===== src/rtl/spindash_i2s_tx_if.sv =====
// Sample-in / I2S-out bundle for spindash_i2s_tx.
// master = mix producer and DAC side, slave = the serializer.
interface spindash_i2s_tx_if #(
  parameter int WIDTH = 20
);
  logic signed [WIDTH-1:0] snd_left;
  logic signed [WIDTH-1:0] snd_right;
  logic                    snd_sample;
  logic                    status_clr;
  logic                    i2s_bclk;
  logic                    i2s_lrck;
  logic                    i2s_sd;
  logic                    frame_start;
  logic                    underrun;
  logic                    overrun;

  modport master (
    output snd_left, snd_right, snd_sample, status_clr,
    input  i2s_bclk, i2s_lrck, i2s_sd, frame_start, underrun, overrun
  );

  modport slave (
    input  snd_left, snd_right, snd_sample, status_clr,
    output i2s_bclk, i2s_lrck, i2s_sd, frame_start, underrun, overrun
  );
endinterface


===== src/rtl/spindash_i2s_tx.sv =====
// Double-buffered Philips I2S transmitter for the spindash FM mix.
// Define SPINDASH_I2S_SAT_EN to saturate (instead of wrap) after GAIN.
module spindash_i2s_tx #(
  parameter int WIDTH     = 20,
  parameter int OUT_BITS  = 24,
  parameter int BCLK_HALF = 9,
  parameter int GAIN      = 0
) (
  input logic              clk,
  input logic              rst,
  spindash_i2s_tx_if.slave bus
);
  localparam int EXT_W = OUT_BITS + GAIN;
  localparam int SHIFT = OUT_BITS - WIDTH + GAIN;
  localparam int FRAME = 2 * OUT_BITS;
  localparam int DIV_W = (BCLK_HALF > 1) ? $clog2(BCLK_HALF) : 1;
  localparam int B_W   = $clog2(FRAME);

  localparam logic [DIV_W-1:0] DIV_LAST = DIV_W'(BCLK_HALF - 1);
  localparam logic [B_W-1:0]   B_LAST   = B_W'(FRAME - 1);
  localparam logic [B_W-1:0]   LR_FIRST = B_W'(OUT_BITS - 1);
  localparam logic [B_W-1:0]   LR_LAST  = B_W'(FRAME - 2);

  logic [DIV_W-1:0]    div_cnt, div_cnt_nx;
  logic [B_W-1:0]      b, b_nx;
  logic                bclk, bclk_nx, lrck, lrck_nx, sd, sd_nx;
  logic                snd_sample_d, capture, div_wrap, bclk_fall, load;
  logic                pending, pending_nx;
  logic                underrun, underrun_nx, overrun, overrun_nx;
  logic                frame_start;
  logic [OUT_BITS-1:0] hold_l, hold_r, hold_l_nx, hold_r_nx;
  logic [FRAME-1:0]    shifter, shifter_nx;

  function automatic logic [OUT_BITS-1:0] convert(input logic signed [WIDTH-1:0] s);
`ifdef SPINDASH_I2S_SAT_EN
    logic signed [EXT_W-1:0] ext;
    ext = EXT_W'(s);
    ext = ext <<< SHIFT;
    if (ext[EXT_W-1:OUT_BITS-1] != {(GAIN+1){ext[EXT_W-1]}})
      return ext[EXT_W-1] ? {1'b1, {(OUT_BITS-1){1'b0}}} : {1'b0, {(OUT_BITS-1){1'b1}}};
    return ext[OUT_BITS-1:0];
`else
    logic [OUT_BITS-1:0] wide;
    wide = OUT_BITS'(s);
    return wide << SHIFT;
`endif
  endfunction

  always_comb begin
    capture    = bus.snd_sample & ~snd_sample_d;
    div_wrap   = (div_cnt == DIV_LAST);
    bclk_fall  = div_wrap & bclk;
    load       = bclk_fall & (b == B_LAST);

    div_cnt_nx = div_wrap ? '0 : div_cnt + 1'b1;
    bclk_nx    = div_wrap ? ~bclk : bclk;
    b_nx       = b;
    sd_nx      = sd;
    lrck_nx    = lrck;
    shifter_nx = shifter;

    // Shifter holds the bits still to be sent; the MSB of the new left word
    // goes straight to sd on the load edge.
    if (bclk_fall) begin
      b_nx = load ? '0 : b + 1'b1;
      if (load) begin
        sd_nx      = hold_l[OUT_BITS-1];
        shifter_nx = {hold_l[OUT_BITS-2:0], hold_r, 1'b0};
      end else begin
        sd_nx      = shifter[FRAME-1];
        shifter_nx = shifter << 1;
      end
      lrck_nx = (b_nx >= LR_FIRST) && (b_nx <= LR_LAST);
    end

    // Load reads the old holding words while a coincident capture overwrites them.
    hold_l_nx = hold_l;
    hold_r_nx = hold_r;
    if (capture) begin
      hold_l_nx = convert(bus.snd_left);
      hold_r_nx = convert(bus.snd_right);
    end
    pending_nx  = capture | (pending & ~load);
    underrun_nx = (load & ~pending & ~capture) | (underrun & ~bus.status_clr);
    overrun_nx  = (capture & pending & ~load) | (overrun & ~bus.status_clr);
  end

  always_ff @(posedge clk) begin
    if (rst) begin
      div_cnt      <= '0;
      b            <= '0;
      bclk         <= 1'b0;
      lrck         <= 1'b0;
      sd           <= 1'b0;
      snd_sample_d <= 1'b0;
      pending      <= 1'b0;
      underrun     <= 1'b0;
      overrun      <= 1'b0;
      frame_start  <= 1'b0;
      hold_l       <= '0;
      hold_r       <= '0;
      shifter      <= '0;
    end else begin
      div_cnt      <= div_cnt_nx;
      b            <= b_nx;
      bclk         <= bclk_nx;
      lrck         <= lrck_nx;
      sd           <= sd_nx;
      snd_sample_d <= bus.snd_sample;
      pending      <= pending_nx;
      underrun     <= underrun_nx;
      overrun      <= overrun_nx;
      frame_start  <= load;
      hold_l       <= hold_l_nx;
      hold_r       <= hold_r_nx;
      shifter      <= shifter_nx;
    end
  end

  assign bus.i2s_bclk    = bclk;
  assign bus.i2s_lrck    = lrck;
  assign bus.i2s_sd      = sd;
  assign bus.frame_start = frame_start;
  assign bus.underrun    = underrun;
  assign bus.overrun     = overrun;
endmodule


===== src/flat_wrapper.sv =====
// flat-port wrapper written by rule: the top's interface ports become plain ports
module spindash_i2s_tx_flat 
#(
  parameter int WIDTH     = 20,
  parameter int OUT_BITS  = 24,
  parameter int BCLK_HALF = 9,
  parameter int GAIN      = 0
)
  (clk, rst, bus_snd_left, bus_snd_right, bus_snd_sample, bus_status_clr, bus_i2s_bclk, bus_i2s_lrck, bus_i2s_sd, bus_frame_start, bus_underrun, bus_overrun);
  spindash_i2s_tx_if #(.WIDTH(WIDTH)) bus_i ();
  input logic clk;
  input logic rst;
  input wire logic [$bits(bus_i.snd_left)-1:0] bus_snd_left;
  input wire logic [$bits(bus_i.snd_right)-1:0] bus_snd_right;
  input wire logic [$bits(bus_i.snd_sample)-1:0] bus_snd_sample;
  input wire logic [$bits(bus_i.status_clr)-1:0] bus_status_clr;
  output wire logic [$bits(bus_i.i2s_bclk)-1:0] bus_i2s_bclk;
  output wire logic [$bits(bus_i.i2s_lrck)-1:0] bus_i2s_lrck;
  output wire logic [$bits(bus_i.i2s_sd)-1:0] bus_i2s_sd;
  output wire logic [$bits(bus_i.frame_start)-1:0] bus_frame_start;
  output wire logic [$bits(bus_i.underrun)-1:0] bus_underrun;
  output wire logic [$bits(bus_i.overrun)-1:0] bus_overrun;
  assign bus_i.snd_left = bus_snd_left;
  assign bus_i.snd_right = bus_snd_right;
  assign bus_i.snd_sample = bus_snd_sample;
  assign bus_i.status_clr = bus_status_clr;
  assign bus_i2s_bclk = bus_i.i2s_bclk;
  assign bus_i2s_lrck = bus_i.i2s_lrck;
  assign bus_i2s_sd = bus_i.i2s_sd;
  assign bus_frame_start = bus_i.frame_start;
  assign bus_underrun = bus_i.underrun;
  assign bus_overrun = bus_i.overrun;
  spindash_i2s_tx #(.WIDTH(WIDTH), .OUT_BITS(OUT_BITS), .BCLK_HALF(BCLK_HALF), .GAIN(GAIN)) u_core (.clk(clk), .rst(rst), .bus(bus_i));
endmodule

===== config.mk =====
export PLATFORM = sky130hd
export DESIGN_NAME = spindash_i2s_tx_flat
export DESIGN_NICKNAME = d
export VERILOG_FILES = /design/src/rtl/spindash_i2s_tx_if.sv /design/src/rtl/spindash_i2s_tx.sv /design/src/flat_wrapper.sv
export SDC_FILE = /design/constraint.sdc
export NUM_CORES = 1
export LEC_CHECK = 0
export CAP_MARGIN = 10
export CELL_PAD_IN_SITES_DETAIL_PLACEMENT = 1
export CELL_PAD_IN_SITES_GLOBAL_PLACEMENT = 1
export CORE_MARGIN = 1
export CORE_UTILIZATION = 41
export CTS_BUF_LIST = sky130_fd_sc_hd__clkbuf_16
export DETAILED_ROUTE_END_ITERATION = 6
export GPL_ROUTABILITY_DRIVEN = 0
export GPL_TIMING_DRIVEN = 0
export PLACE_DENSITY_LB_ADDON = 0.15
export SLEW_MARGIN = 20
export SYNTH_ARGS = -nofsm -noshare
export SYNTH_HDL_FRONTEND = slang
export SYNTH_SLANG_ARGS = --single-unit

===== constraint.sdc =====
create_clock -name clk -period 2.4 [get_ports clk]
set_input_delay 0.6 -clock clk [delete_from_list [all_inputs] [get_ports clk]]
set_output_delay 0.6 -clock clk [all_outputs]
set_load 0.03 [all_outputs]

==> flow_summary_export.csv, run 1 <==
group,metric,value,unit
status,run_status,"finished, final reports clean",
final_layout,filler_cell_count,1208,
floorplan,core_region_area,9680,um^2
hold_path,min_path_type,"flip-flop to flip-flop",
synth,netlist-cell-type-count,36,
clocking,quantity_of_gates_resized_following_cts,0,
global_route,antenna_found_initial,0,
setup_path,highest_delay_cell_along_the_critical_path,"dfxtp_1",
synth,async_flop_share,0,
synth,synthFlopType,"dfxtp_1",
final_layout,ant_diodes,0,
global_route,grt_first_pass_wirelength,18100,um
setup_path,arrival,2420,ps
floorplan,starting_density_of_the_core,0.421,
placed_design,detailed_place_hpwl,7670,um
setup_path,timing.critical_path.cells,"ha_1, nand3_2, nand2b_1, clkbuf_1, buf_2, buf_2, o21ai_0, a21oi_1",
route,vias,3667,
synth,yosysSeqAreaShare,0.496,
global_route,total_global_routing_track_utilization,0.227,
final_layout,number_of_nets_in_the_finished_design,624,
synth,netlist_area_pre_place,4080,um^2
route,drt_drc_violations_left,0,
sta,timing.final.hold_violations,0,
synth,yosysWarningCount,0,
clocking,clk-insertion-delay-late,340,ps
final_layout,finalCoreUtilization,0.517,
clocking,clock-root-buffer,"clkbuf_16",
sta,finalMaxSlewViolations,0,
setup_path,cp_top_family,"buffers and inverters",
clocking,clkSinkCount,101,
synth,avg_inst_size_synth,7.90,um^2
route,detailedRoute.firstPassIterationCount,4,
global_route,grt_max_degree,16,
placed_design,portBuffers,48,
sta,achievable-frequency,450,MHz
power_and_ir_drop,power_density,674,nW/um^2
sta,period_utilization_post_route,0.927,
sta,setup_clock_skew_after_layout,6.28,ps
synth,post_synth_inst_count,516,
setup_path,worst-setup-path-type,"flip-flop to flip-flop",
clocking,cts_setup_buffers,0,
sta,worst_slew_pin_slew,570,ps
floorplan,fp.dieArea,10300,um^2
setup_path,r2r-start,"u_core.b[1]",
route,wirelength_met1,5060,um
route,route.detailed.vias_per_inst,5.15,
global_route,globalRoute.totalOverflow,0,
sta,fin_tns_setup,0,ps
setup_path,critPathMostFrequentCell,"buf_2",
setup_path,max_stage_delay,490,ps
hold_path,launch_point_of_the_worst_hold_path,"u_core.shifter[27]",
placed_design,placedInstanceArea,4720,um^2
clocking,postCtsHoldBufs,0,
setup_path,kind_of_launch_point_of_the_worst_setup_path,"flip-flop",
power_and_ir_drop,cellLeakagePower,0.00161,uW
route,wl_met2,5540,um
clocking,cts-buffers-inserted,9,
route,routed_wirelength,10900,um
sta,rsz_0062_raised_after_global_routing,"false",
synth,synth.net_count,565,
clocking,clock_tree.buffer_depth,2,
clocking,tritoncts,"built",
floorplan,num_rows,36,
route,top_layer,"met4",
setup_path,worstPathBufferInverterCount,3,
route,met3RoutedLength,233,um
route,route.detailed.wl_per_inst,15.4,um
clocking,cts_htree_levels,3,
run,cap_violations,0,
global_route,grt_pass1_vias,3792,
sta,timing.max_slew.rel_slack,0.620,
floorplan,die_x,102,um
setup_path,critPathMaxFanout,10,
setup_path,timing.critical_path.from,"u_core.b[1]",
route,final_antenna_net_count,0,
route,detail_route.iter0.violations,68,
setup_path,end_kind,"flip-flop",
final_layout,drive_above_1_share,0.0466,
sta,report.final.setup_viol,0,
sta,finalCriticalPeriod,2220,ps
floorplan,boundaryPins,50,
final_layout,post_route_cell_area,5000,um^2
synth,synth.ff_latch_count,101,
floorplan,die-height,102,um
synth,synth-edff-count,0,
power_and_ir_drop,ir_drop,279,uV
setup_path,worst_path_required,2600,ps
final_layout,layout-area-overhead-vs-synth,22.7,%
clocking,cts.reportedPaths.clkPinSlew,70,ps
[flip-flops by register name (all words and copies together) (netlist names)]
register                count
u_core.pending              1
u_core.shifter             43
u_core.hold_l              20
u_core.bus.i2s_sd           1
u_core.hold_r              20
u_core.div_cnt              4
u_core.b                    6
u_core.bus.frame_start      1
u_core.bus.i2s_bclk         1
u_core.bus.underrun         1
u_core.bus.overrun          1
u_core.bus.i2s_lrck         1
u_core.snd_sample_d         1
[layer usage]
layer | up-vias | track usage
li1 | 1859 | -
met1 | 1765 | 0.276
met2 | 34 | 0.409
met3 | 9 | 0.0393
met4 | 0 | 0.0635
met5 | - | 0
[per-stage QoR]
step	setup slack (ps)	cells	hold slack (ps)	total power (uW)
floorplan	643	516	432	1880
global placement	118	697	440	1980
detailed placement	103	697	448	2000
CTS	174	712	458	3400
global route	7.47	712	470	3490
finish	175	712	454	3380
[worst reg2reg max path: stages (launching register included)]
cell	delay (ps)
dfxtp_1	490
ha_1	370
nand3_2	140
nand2b_1	160
clkbuf_1	180
buf_2	220
buf_2	210
o21ai_0	210
a21oi_1	100
[final cells by class]
class	count	area (um^2)	share of cell area
Buffer	45	181	0.0363
Clock buffer	9	225	0.0450
Sequential cell	101	2020	0.404
Inverter	4	15.0	0.00300
Tap cell	133	166	0.0333
Timing Repair Buffer	48	480	0.0960
Clock inverter	6	55.1	0.0110
Multi-Input combinational cell	366	1860	0.371
[power by group]
part           total [uW]  leakage, uW  switching, uW  internal [uW]
logic                 210     0.000648            107            103
registers            1750     0.000821           24.9           1720
clock network        1420     0.000136            628            792
[kinds of logic (layout without fill, tap and decap cells)]
logic type | after synthesis | count (layout) | synth area share
DFF | 101 | 101 | 0.496
buffers and inverters | 49 | 112 | 0.0482
muxes | 1 | 1 | 0.00245
and+or+nand+nor | 249 | 249 | 0.252
adders and majority gates | 5 | 5 | 0.0153
xor gates and xnor gates | 6 | 6 | 0.0129
AOI/OAI and AO/OA | 105 | 105 | 0.173
[cells in the final DEF, fill, tap and decap left out, drive strengths merged, types with 2 or more instances in the layout]
cell type      instances
nor3b                  2
and4b                  2
nand2                172
a311oi                40
clkdlybuf4s50         48
o211ai                 2
or4                    2
nor2b                  5
nor2                  45
ha                     5
xor2                   2
nor3                   3
xnor2                  4
buf                   16
clkbuf                38
nand2b                 4
clkinv                 4
inv                    4
a21oi                 54
nand3                  9
o21ai                  2
dfxtp                101
[Yosys cell counts (4+ instances only)]
| master | n | area share |
|---|---|---|
| a21oi_1 | 54 | 0.066 |
| xnor2_1 | 4 | 0.0086 |
| buf_1 | 6 | 0.0055 |
| nor2_1 | 45 | 0.041 |
| a311oi_1 | 40 | 0.086 |
| nand2_1 | 171 | 0.16 |
| dfxtp_1 | 101 | 0.50 |
| nand3_1 | 8 | 0.0098 |
| ha_1 | 5 | 0.015 |
| nor2b_1 | 5 | 0.0077 |
| inv_1 | 4 | 0.0037 |
| nand2b_1 | 4 | 0.0061 |
| buf_2 | 10 | 0.012 |
| clkbuf_1 | 29 | 0.027 |
[worst paths after layout]
kind	end	cells after the start	slack, ps
setup / recovery	u_core.pending	8	180
hold / removal	u_core.shifter[27]	2	450
setup reg to reg	u_core.pending	8	180
hold reg to reg	u_core.shifter[27]	2	450
Note: power is estimated with default switching activity, not from simulation.
==> inputs of run 2 (changes only) <==
ABC_CLOCK_PERIOD_IN_PS = 2400   (was not set)
CORE_MARGIN = 3   (was 1)
PLACE_DENSITY_LB_ADDON = 0.1   (was 0.15)
==> run 2 against run 1 <==
  * Total power is 0.46% lower
  * Clock power hardly changed
  * Largest cell class unchanged
  * Utilization is 1.2 points higher
  * Worst hold slack better by 0.58 ps
  * Sequential share of layout area hardly changed
  * Sequential cell count stayed put
  * Global-route usage is 3.0 points lower
  * Fmax is 0.82% higher
  * Register-to-register slack better by 20 ps
  * Critical path type unchanged
  * Highest routed layer unchanged
  * Non-clock buffer count stayed put
  * First-iteration DRC count is 140% higher
  * Critical path depth stayed put
==> flow_summary_export.csv, run 2 (synthesized netlist as in run 1, its figures left out) <==
group,metric,value,unit
clocking,clock-root-buffer,"clkbuf_16",
placed_design,dp.cells,693,
sta,hold_slack,455,ps
status,run_status,"finished, final reports clean",
floorplan,num_rows,35,
route,final_antenna_net_count,0,
sta,timing.max_slew.rel_slack,0.606,
run,cap_violations,0,
setup_path,worst-setup-path-type,"flip-flop to flip-flop",
global_route,grt_first_pass_wirelength,18000,um
global_route,grt_pass1_vias,3806,
sta,achievable-frequency,453,MHz
setup_path,worst_path_required,2610,ps
final_layout,ant_diodes,0,
floorplan,fp.dieArea,11200,um^2
final_layout,layout.cells.most_common_list,"nand2_1 (171), dfxtp_1 (101), a21oi_1 (54)",
sta,finalCriticalPeriod,2210,ps
clocking,tritoncts,"built",
route,detail_route.iter0.violations,160,
floorplan,die_x,106,um
power_and_ir_drop,power_density,672,nW/um^2
floorplan,starting_density_of_the_core,0.431,
setup_path,end_kind,"flip-flop",
route,route.detailed.vias_per_inst,5.24,
placed_design,detailed_place_hpwl,7510,um
power_and_ir_drop,cellLeakagePower,0.00162,uW
final_layout,layout.cells.most_common,"nand2_1",
clocking,quantity_of_gates_resized_following_cts,0,
placed_design,placedInstanceArea,4720,um^2
route,detailedRoute.firstPassIterationCount,4,
global_route,antenna_found_initial,0,
final_layout,layout.cells.non_filler,709,
route,route.detailed.wl_per_inst,14.9,um
final_layout,largest_registers,"u_core.shifter (43), u_core.hold_l (20), u_core.hold_r (20)",
sta,postLayoutSetupSlackWorst,193,ps
sta,fin_tns_setup,0,ps
clocking,clock_tree.buffer_depth,2,
sta,worst_slew_pin_slew,590,ps
route,drt_drc_violations_left,0,
clocking,postCtsHoldBufs,0,
power_and_ir_drop,ir_drop,426,uV
floorplan,boundaryPins,50,
global_route,total_global_routing_track_utilization,0.197,
route,vias,3716,
placed_design,place_ws,38.4,ps
clocking,cts_htree_levels,3,
final_layout,registers.top_by_ff_count,"u_core.shifter",
clocking,cts.reportedPaths.clkPinSlew,70,ps
hold_path,min_path_type,"flip-flop to flip-flop",
sta,finalMaxSlewViolations,0,
final_layout,post_route_cell_area,5000,um^2
clocking,cts-buffers-inserted,9,
placed_design,portBuffers,48,
global_route,grt_max_degree,16,
clocking,cts_setup_buffers,0,
sta,timing.final.hold_violations,0,
sta,rsz_0062_raised_after_global_routing,"false",
final_layout,largest_reg_flops,43,
clocking,clk-insertion-delay-late,340,ps
floorplan,core_region_area,9460,um^2
final_layout,drive_above_1_share,0.0483,
setup_path,kind_of_launch_point_of_the_worst_setup_path,"flip-flop",
sta,report.final.setup_viol,0,
setup_path,critPathMaxFanout,10,
sta,period_utilization_post_route,0.919,
setup_path,arrival,2410,ps
sta,setup_clock_skew_after_layout,7.65,ps
global_route,globalRoute.totalOverflow,0,
final_layout,number_of_nets_in_the_finished_design,624,
floorplan,die-height,106,um
route,routed_wirelength,10600,um
final_layout,layout-area-overhead-vs-synth,22.7,%
clocking,clkSinkCount,101,
run 2: changes by cell type in the layout (fill, tap and decap cells not counted):
cell,before,now
clkinv_2,2,4
inv_1,4,5
clkinv_1,2,1
clkinvlp_4,1,0
run 2: cell type report:
cell class | count | area [um^2]
Buffer | 45 | 181
Tap cell | 129 | 161
Timing Repair Buffer | 48 | 480
Multi-Input combinational cell | 366 | 1860
Fill cell | 1180 | 4460
Clock buffer | 9 | 225
Inverter | 4 | 15.0
Clock inverter | 7 | 57.6
Sequential cell | 101 | 2020
run 2: where the power goes:
group	switching, uW	total, uW	internal [uW]
combinational	106	210	103
sequential	25.0	1750	1720
clock	611	1400	794
run 2: final timing paths:
path,start,end,slack [ps],depth (start not counted)
worst max-delay path,u_core.b[0],u_core.bus.overrun,190,8
worst min-delay path,u_core.shifter[25],u_core.shifter[25],450,2
worst max register to register,u_core.b[0],u_core.bus.overrun,190,8
worst min register to register,u_core.shifter[25],u_core.shifter[25],450,2
run 2: stage by stage:
stage                      util  power [uW]
after detailed placement  0.499        2000
after CTS                 0.529        3400
final                     0.529        3360
after floorplan               -        1880
after global routing      0.529        3510
after global placement    0.499        1980
run 2: layer usage:
metal | track usage | routed length, um | vias to the layer above
li1 | - | - | 1861
met1 | 0.246 | 4930 | 1807
met2 | 0.345 | 5240 | 37
met3 | 0.0416 | 243 | 11
met4 | 0.0537 | 131 | 0
met5 | 0 | 0 | -
run 2: worst max-delay path: stages, from the launching register on:
cell and delay (ps):
dfxtp_1 500, ha_1 360, nand3_2 130, nand2b_1 160, clkbuf_1 190, buf_2 220, buf_2 200, o211ai_1 210
a21oi_1 90
